<file path="src/rtl/viterbi_frame_sched.sv">
// Round-robin frame scheduler sharing one Viterbi decoder between R requesters.
// Grants a whole frame, streams it into the decoder, then returns the tagged path.
module viterbi_frame_sched #(
  parameter int unsigned N   = 8,
  parameter int unsigned I   = 3,
  parameter int unsigned K   = 3,
  parameter int unsigned R   = 2,
  parameter int unsigned TMO = 255,
  localparam int unsigned SW = $clog2(I),
  localparam int unsigned OW = $clog2(K),
  localparam int unsigned IW = $clog2(R),
  localparam int unsigned LW = $clog2(N)
) (
  input  logic              clk_i,
  input  logic              rst_ni,
  input  logic [R-1:0]      req_valid_i,
  output logic [R-1:0]      req_ready_o,
  input  logic [R*LW-1:0]   req_len_i,
  input  logic [R*N*OW-1:0] req_obs_i,
  output logic              dec_start_o,
  output logic [LW-1:0]     dec_length_o,
  output logic [OW-1:0]     dec_obs_o,
  output logic              dec_obs_valid_o,
  input  logic              dec_done_i,
  input  logic [N*SW-1:0]   dec_path_i,
  output logic              res_valid_o,
  input  logic              res_ready_i,
  output logic [IW-1:0]     res_id_o,
  output logic [LW-1:0]     res_len_o,
  output logic [N*SW-1:0]   res_path_o,
  output logic              res_err_o,
  output logic              busy_o
);

  localparam int unsigned TW = $clog2(TMO + 1);

  typedef enum logic [1:0] {StIdle, StFeed, StWait, StOut} state_e;

  state_e            state_q, state_d;
  logic [IW-1:0]     rr_q, rr_d;
  logic [IW-1:0]     id_q, id_d;
  logic [LW-1:0]     len_q, len_d;
  logic [N*OW-1:0]   frame_q, frame_d;
  logic [LW-1:0]     cnt_q, cnt_d;
  logic [TW-1:0]     tmr_q, tmr_d;
  logic              dec_start_q, dec_start_d;
  logic [LW-1:0]     dec_len_q, dec_len_d;
  logic [OW-1:0]     dec_obs_q, dec_obs_d;
  logic              dec_vld_q, dec_vld_d;
  logic [N*SW-1:0]   res_path_q, res_path_d;
  logic              res_err_q, res_err_d;
  logic [LW-1:0]     res_len_q, res_len_d;

  logic              gnt_found;
  logic [IW-1:0]     gnt_idx;
  logic [LW-1:0]     gnt_len;
  logic              transfer;

  // Scan rr_q, rr_q+1, ... mod R and take the first valid requester.
  always_comb begin
    int unsigned idx;
    idx       = 0;
    gnt_found = 1'b0;
    gnt_idx   = '0;
    for (int unsigned k = 0; k < R; k++) begin
      idx = (32'(rr_q) + k) % R;
      if (!gnt_found && req_valid_i[idx]) begin
        gnt_found = 1'b1;
        gnt_idx   = IW'(idx);
      end
    end
  end

  assign transfer = (state_q == StIdle) && gnt_found;
  assign gnt_len  = req_len_i[32'(gnt_idx)*LW +: LW];

  // Held low during reset so every output reads zero while rst_ni is asserted.
  always_comb begin
    req_ready_o = '0;
    if (transfer && rst_ni) begin
      req_ready_o[gnt_idx] = 1'b1;
    end
  end

  always_comb begin
    state_d     = state_q;
    rr_d        = rr_q;
    id_d        = id_q;
    len_d       = len_q;
    frame_d     = frame_q;
    cnt_d       = cnt_q;
    tmr_d       = tmr_q;
    dec_start_d = 1'b0;
    dec_len_d   = dec_len_q;
    dec_obs_d   = dec_obs_q;
    dec_vld_d   = dec_vld_q;
    res_path_d  = res_path_q;
    res_err_d   = res_err_q;
    res_len_d   = res_len_q;

    unique case (state_q)
      StIdle: begin
        if (transfer) begin
          id_d    = gnt_idx;
          rr_d    = (32'(gnt_idx) == R - 1) ? '0 : gnt_idx + 1'b1;
          len_d   = gnt_len;
          frame_d = req_obs_i[32'(gnt_idx)*N*OW +: N*OW];
          cnt_d   = LW'(1);
          tmr_d   = '0;
          if (gnt_len != '0) begin
            // Symbol 0 goes out alongside the start pulse.
            state_d     = StFeed;
            dec_start_d = 1'b1;
            dec_vld_d   = 1'b1;
            dec_len_d   = gnt_len;
            dec_obs_d   = req_obs_i[32'(gnt_idx)*N*OW +: OW];
          end else begin
            state_d    = StOut;
            res_err_d  = 1'b1;
            res_path_d = '0;
            res_len_d  = '0;
          end
        end
      end
      StFeed: begin
        if (cnt_q == len_q) begin
          state_d   = StWait;
          dec_vld_d = 1'b0;
          tmr_d     = '0;
        end else begin
          dec_obs_d = frame_q[32'(cnt_q)*OW +: OW];
          cnt_d     = cnt_q + 1'b1;
        end
      end
      StWait: begin
        if (dec_done_i) begin
          state_d    = StOut;
          res_path_d = dec_path_i;
          res_err_d  = 1'b0;
          res_len_d  = len_q;
        end else if (tmr_q == TW'(TMO - 1)) begin
          state_d    = StOut;
          res_path_d = '0;
          res_err_d  = 1'b1;
          res_len_d  = len_q;
        end else begin
          tmr_d = tmr_q + 1'b1;
        end
      end
      StOut: begin
        if (res_ready_i) begin
          state_d = StIdle;
        end
      end
      default: state_d = StIdle;
    endcase
  end

  always_ff @(posedge clk_i or negedge rst_ni) begin
    if (!rst_ni) begin
      state_q     <= StIdle;
      rr_q        <= '0;
      id_q        <= '0;
      len_q       <= '0;
      frame_q     <= '0;
      cnt_q       <= '0;
      tmr_q       <= '0;
      dec_start_q <= 1'b0;
      dec_len_q   <= '0;
      dec_obs_q   <= '0;
      dec_vld_q   <= 1'b0;
      res_path_q  <= '0;
      res_err_q   <= 1'b0;
      res_len_q   <= '0;
    end else begin
      state_q     <= state_d;
      rr_q        <= rr_d;
      id_q        <= id_d;
      len_q       <= len_d;
      frame_q     <= frame_d;
      cnt_q       <= cnt_d;
      tmr_q       <= tmr_d;
      dec_start_q <= dec_start_d;
      dec_len_q   <= dec_len_d;
      dec_obs_q   <= dec_obs_d;
      dec_vld_q   <= dec_vld_d;
      res_path_q  <= res_path_d;
      res_err_q   <= res_err_d;
      res_len_q   <= res_len_d;
    end
  end

  assign dec_start_o     = dec_start_q;
  assign dec_length_o    = dec_len_q;
  assign dec_obs_o       = dec_obs_q;
  assign dec_obs_valid_o = dec_vld_q;
  assign res_valid_o     = (state_q == StOut);
  assign res_id_o        = id_q;
  assign res_len_o       = res_len_q;
  assign res_path_o      = res_path_q;
  assign res_err_o       = res_err_q;
  assign busy_o          = (state_q != StIdle);

endmodule

</file>
<file path="config.mk">
export PLATFORM = sky130hd
export DESIGN_NAME = viterbi_frame_sched
export DESIGN_NICKNAME = d
export VERILOG_FILES = /design/src/rtl/viterbi_frame_sched.sv
export SDC_FILE = /design/constraint.sdc
export NUM_CORES = 1
export LEC_CHECK = 0
export CAP_MARGIN = 30
export CORE_MARGIN = 5
export CORE_UTILIZATION = 45
export DETAILED_ROUTE_END_ITERATION = 12
export PLACE_DENSITY = 0.8
export SYNTH_ARGS = -nofsm -noshare
export SYNTH_HDL_FRONTEND = slang
export SYNTH_SLANG_ARGS = --single-unit
</file>
<file path="constraint.sdc">
create_clock -name clk_i -period 2.78 [get_ports clk_i]
set_clock_uncertainty 0.1 [all_clocks]
set_input_delay 0.556 -clock clk_i [delete_from_list [all_inputs] [get_ports clk_i]]
set_output_delay 0.556 -clock clk_i [all_outputs]
set_load 0.02 [all_outputs]
</file>
Word level (Yosys, flattened, before mapping)
Cells that the tools add are included.
{"block": "word_totals", "wordCells": 113, "in_bits": 60, "output_inout_bits": 32, "ff_bits": 61}
{"block": "op_classes", "n_reduce_logical": 19, "n_lt_le_gt_ge": 4, "n_mul": 1, "n_eq_ne": 14, "add_sub_neg": 4, "n_mux": 53, "shifts": 4}
{"cell": "$mux W16", "n": 4}
{"cell": "$mux W8", "n": 4}
{"cell": "$pmux W16 S2", "n": 1}
{"cell": "$shiftx A32 B6 Y16", "n": 1}
{"cell": "$shiftx A32 B6 Y2", "n": 1}
{"cell": "$pmux W8 S3", "n": 1}
{"cell": "$mux W1", "n": 20}
{"cell": "$mux W2", "n": 10}
{"cell": "$mux W3", "n": 6}
{"cell": "$reduce_and A4 Y1", "n": 4}
{"cell": "$shiftx A16 B5 Y2", "n": 1}
{"cell": "$ne A2 B2 Y1 const B", "n": 6}
{"cell": "$pmux W3 S2", "n": 2}
{"cell": "$add A8 B1 Y8 const B", "n": 1}
{"cell": "$eq A8 B8 Y1 const B", "n": 1}
{"cell": "$pmux W2 S4", "n": 1}
{"cell": "$lt A1 B2 Y1 const B", "n": 3}
{"cell": "$reduce_and A3 Y1", "n": 2}
{"cell": "$reduce_bool A2 Y1", "n": 3}
{"cell": "$reduce_bool A3 Y1", "n": 2}
{"cell": "$shiftx A6 B4 Y3", "n": 1}
{"cell": "$reduce_and A5 Y1", "n": 1}
{"cell": "$eq A2 B2 Y1 const B", "n": 2}
{"cell": "$logic_and A1 B1 Y1", "n": 4}
{"cell": "14 further kinds", "n": 17}

Depth between registers and ports, before layout
{"block": "depth", "word_depth": 12, "depth_mapped": 9, "mapped_depth_nobuf": 7}

Worst setup path after synthesis
OpenSTA, ideal clock, no wires.
{"block": "synth_path", "path_kind": "input to output", "from": "input req_valid_i[0]", "to": "output req_ready_o[0]", "path_buffers": 2, "slack_ns": 0.322, "arrival_ns": 1.802, "stages": 6, "t_required_ns": 2.124, "path_cell_list": "inv_1 -> o21ai_4 -> nor2b_1 -> clkbuf_1 -> clkbuf_1 -> and2_1"}
{"block": "synth_via", "elab_chain_cells": 11, "word_cells_on_any_way": 18, "cone_classes": "2 x order compare; 11 x mux; 5 x reduce/logical"}
{"element": "start: declaration", "line_no": "16", "rtl": "input logic [R-1:0] req_valid_i,"}
{"element": "$mux W1 (implied by the code) (2 in a row)", "line_no": "67", "rtl": "if (!gnt_found && req_valid_i[idx]) begin"}
{"element": "$mux W1", "line_no": "67"}
{"element": "$logic_not A1 Y1", "line_no": "67"}
{"element": "$logic_and A1 B1 Y1", "line_no": "67"}
{"element": "$mux W1", "line_no": "67"}
{"element": "$lt A1 B2 Y1 (implied by the code) / $ge A1 B1 Y1 (equally long branches)", "line_no": "81", "rtl": "req_ready_o[gnt_idx] = 1'b1;"}
{"element": "$logic_and A1 B1 Y1 (implied by the code)", "line_no": "81"}
{"element": "$mux W1 (implied by the code)", "line_no": "81"}
{"element": "$demux W1 S1", "line_no": "81"}
{"element": "$mux W2 (*)", "line_no": "80", "rtl": "if (transfer && rst_ni) begin"}
{"element": "end: declaration", "line_no": "17", "rtl": "output logic [R-1:0] req_ready_o,"}
Every way passes the cells marked *; elsewhere a longest branch is shown, timed or not. The select of a mux whose other input is x is not followed.

Final worst setup path
Same ends and word-level chain as after synthesis.

==> impl_metrics.toml <==
[sta]
hold_viol = 0
fmax_mhz = 388
relSlewSlack = 0.505
worst_pin_slew_ps = 742
finalSetupViolations = 0
finalCriticalPeriod_ps = 2570
finalMaxSlewViolations = 0
rsz0062_at_grt = "false"
period_share = 0.926

[final_layout]
final_core_util = 0.650
final_cell_area_um2 = 4460
n_antenna_cell = 0
drive_gt1_frac = 0.143
syn_to_final_growth_pct = 39.2
layout_common_cells = "clkdlybuf4s50_1 (88), dfrtp_1 (61), inv_1 (26)"
final_common_cell = "clkdlybuf4s50_1"
instances_no_fill = 488
fill_cells = 530
final_nets = 455

[global_route]
grt_pass1_wl_um = 12900
antenna_found_initial = 0
grt-ovfl-total = 0
first_global_vias = 2621
grtUsageTotal = 0.187
grt_max_degree = 61

[detailed_routing]
drt-pass1-iter-count = 6
post_drt_wl_per_cell_um = 16.5
initialDrtViolationCount = 212
ant_nets = 0
vias = 2573
avgViaCountPerCell = 5.27
drc_errors = 0
wirelength_um = 8030

[pwr]
max-vdd-ir-drop_v = 0.000674
power_density_nw_per_um2 = 1100
power.leakage_nw = 2.20
power.total_mw = 4.93

[yosys]
syn_inst = 288
synth_top_cell_by_area = "dfrtp_1"
synth_seq_cells = 61
synth_cell_types = 43
synth.avg_cell_area_um2 = 11.1
async_reset_ff_frac = 1.00
synth_xor_area_frac = 0.00820
synth_compound_area_frac = 0.119
seq_area_frac_synth = 0.476
synth.area.mux_share = 0.165
synth_top_area_frac = 0.476
synth_top_family_by_area = "multiplexers"
synth_nets = 356
synthTopCellsByArea = "dfrtp_1 (48%), mux2_4 (8.0%), mux2i_1 (5.0%)"
synth_fa_ha_area_frac = 0.0312
syn-cell-area_um2 = 3210
synth_enable_flop_cells = 0
yosysWarnings = 0
synth-simple-area-share = 0.143
synth_ff_type = "dfrtp_1"

[placement]
place.detailed.hpwl_um = 5970
placed_cells = 471
gp_congestion = 0.794
placed_area_um2 = 4260
portBuffers = 91

[run]
drv_cap = 0

[clock_tree]
tritoncts = "built"
clk_pin_slew_ps = 60
cts.sinks = 61
ctsRootBufferMaster = "clkbuf_8"
numCtsBuffers = 9
clockBufferDepth = 2
insertion_delay_ps = 350
htreeDepth = 3
postCtsSetupBuffers = 0

[die]
core_um2 = 6870
rows = 30
design.die.area_um2 = 8910
chipHeight_um = 94.4
ioPinCount = 92
die-width_um = 94.4
start_util = 0.467

[worst_setup_path]
arrival_ps = 1920
setup.worst_path.end_class = "output pin"
path_max_fanout = 3
critical-path-top-delay-family = "buffers and inverters"
critPathLaunchType = "input pin"
required_ps = 2120
crit_chain = "clkdlybuf4s50_1, inv_1, o21ai_4, nor2b_1, and2_1, dlygate4sd2_1"
critical_path_depth = 6
max_stage_delay_ps = 480
crit_slowest_cell = "clkdlybuf4s50_1"
path_class = "in2out"
rr_worst_depth = 7
path_buf_inv = 3

[hold_path]
hold_path_depth = 1
hold_class = "reg2reg"

[status]
outcome = "complete, no violations"
[repair_timing]
action                                  4_1_cts  5_1_grt
hold endpoints to repair                      1        0
endpoints found under the setup margin        2        0
resized for setup                             2        0
hold buffers                                  1        0
[layer usage]
| layer | global-route usage | share of wire |
|---|---|---|
| met5 | 0 | 0 |
| met4 | 0.0517 | 0.016 |
| met1 | 0.236 | 0.41 |
| met2 | 0.316 | 0.52 |
| met3 | 0.0486 | 0.056 |
[registers in the layout (all words and copies together), names as in the netlist]
signal           cells
res_path_o          16
dec_obs_o            2
dec_obs_valid_o      1
cnt_q                3
res_id_o             1
rr_q                 1
dec_start_o          1
res_err_o            1
state_q              2
res_len_o            3
dec_length_o         3
len_q                3
frame_q             16
tmr_q                8
[synth_stat cells, drive strengths merged (2+ instances only)]
library cell,n
dfrtp,61
inv,26
nand2,23
mux2,21
and3,17
mux2i,16
a222oi,14
clkbuf,13
nand3,13
o21ai,12
a21o,9
ha,8
nor2,8
buf,5
nor3,4
or4b,4
a21oi,3
mux4,3
xor2,3
a211o,2
a211oi,2
a22oi,2
and2,2
and4,2
nand2b,2
nor2b,2
[where the power goes]
part,switching (mW),internal [mW]
registers,0.309,1.28
logic,1.24,1.33
clock network,0.351,0.417
[layout make-up]
cell class	instances	area [um^2]	area share
Clock inverter	5	61.3	0.0137
Tap cell	96	120	0.0269
Sequential cell	61	1530	0.342
Clock buffer	11	131	0.0294
Multi-Input combinational cell	183	1500	0.335
Timing Repair Buffer	106	1030	0.231
Inverter	26	97.6	0.0219
[worst paths after layout]
path                       slack, ps            start              end
setup reg to reg                 530       state_q[0]         tmr_q[7]
setup / recovery                 210   req_valid_i[0]   req_ready_o[0]
hold / removal                   390  dec_length_o[0]  dec_length_o[0]
min in group asynchronous        440           rst_ni      frame_q[10]
max in group asynchronous       1210           rst_ni     dec_obs_o[0]
hold reg to reg                  390  dec_length_o[0]  dec_length_o[0]
[per-stage QoR]
| stage | hold slack [ps] | setup WS, ps | TNS, ps |
|---|---|---|---|
| floorplan | 160 | 322 | 0 |
| global placement | 273 | -39.4 | -56.2 |
| global route | 411 | 73.1 | 0 |
| detailed placement | 274 | -64.0 | -99.5 |
| CTS | 389 | 202 | 0 |
| finish | 389 | 205 | 0 |
[cell families (layout without fill, tap and decap cells)]
logic type,after synthesis,count (layout)
flops,61,61
xor+xnor,3,3
compound gates,49,49
mux,40,40
fa+ha+maj,8,8
buf+inv,44,148
simple gates,83,83
[worst register-to-register path, delay by kind of cell (launching register included)]
family / cells / cell delay, ps
and+or+nand+nor: 3 / 870
AOI/OAI and AO/OA: 2 / 440
DFF: 1 / 380
adders and majority gates: 1 / 310
buffers and inverters: 1 / 100
(Power assumes the default switching activity.)
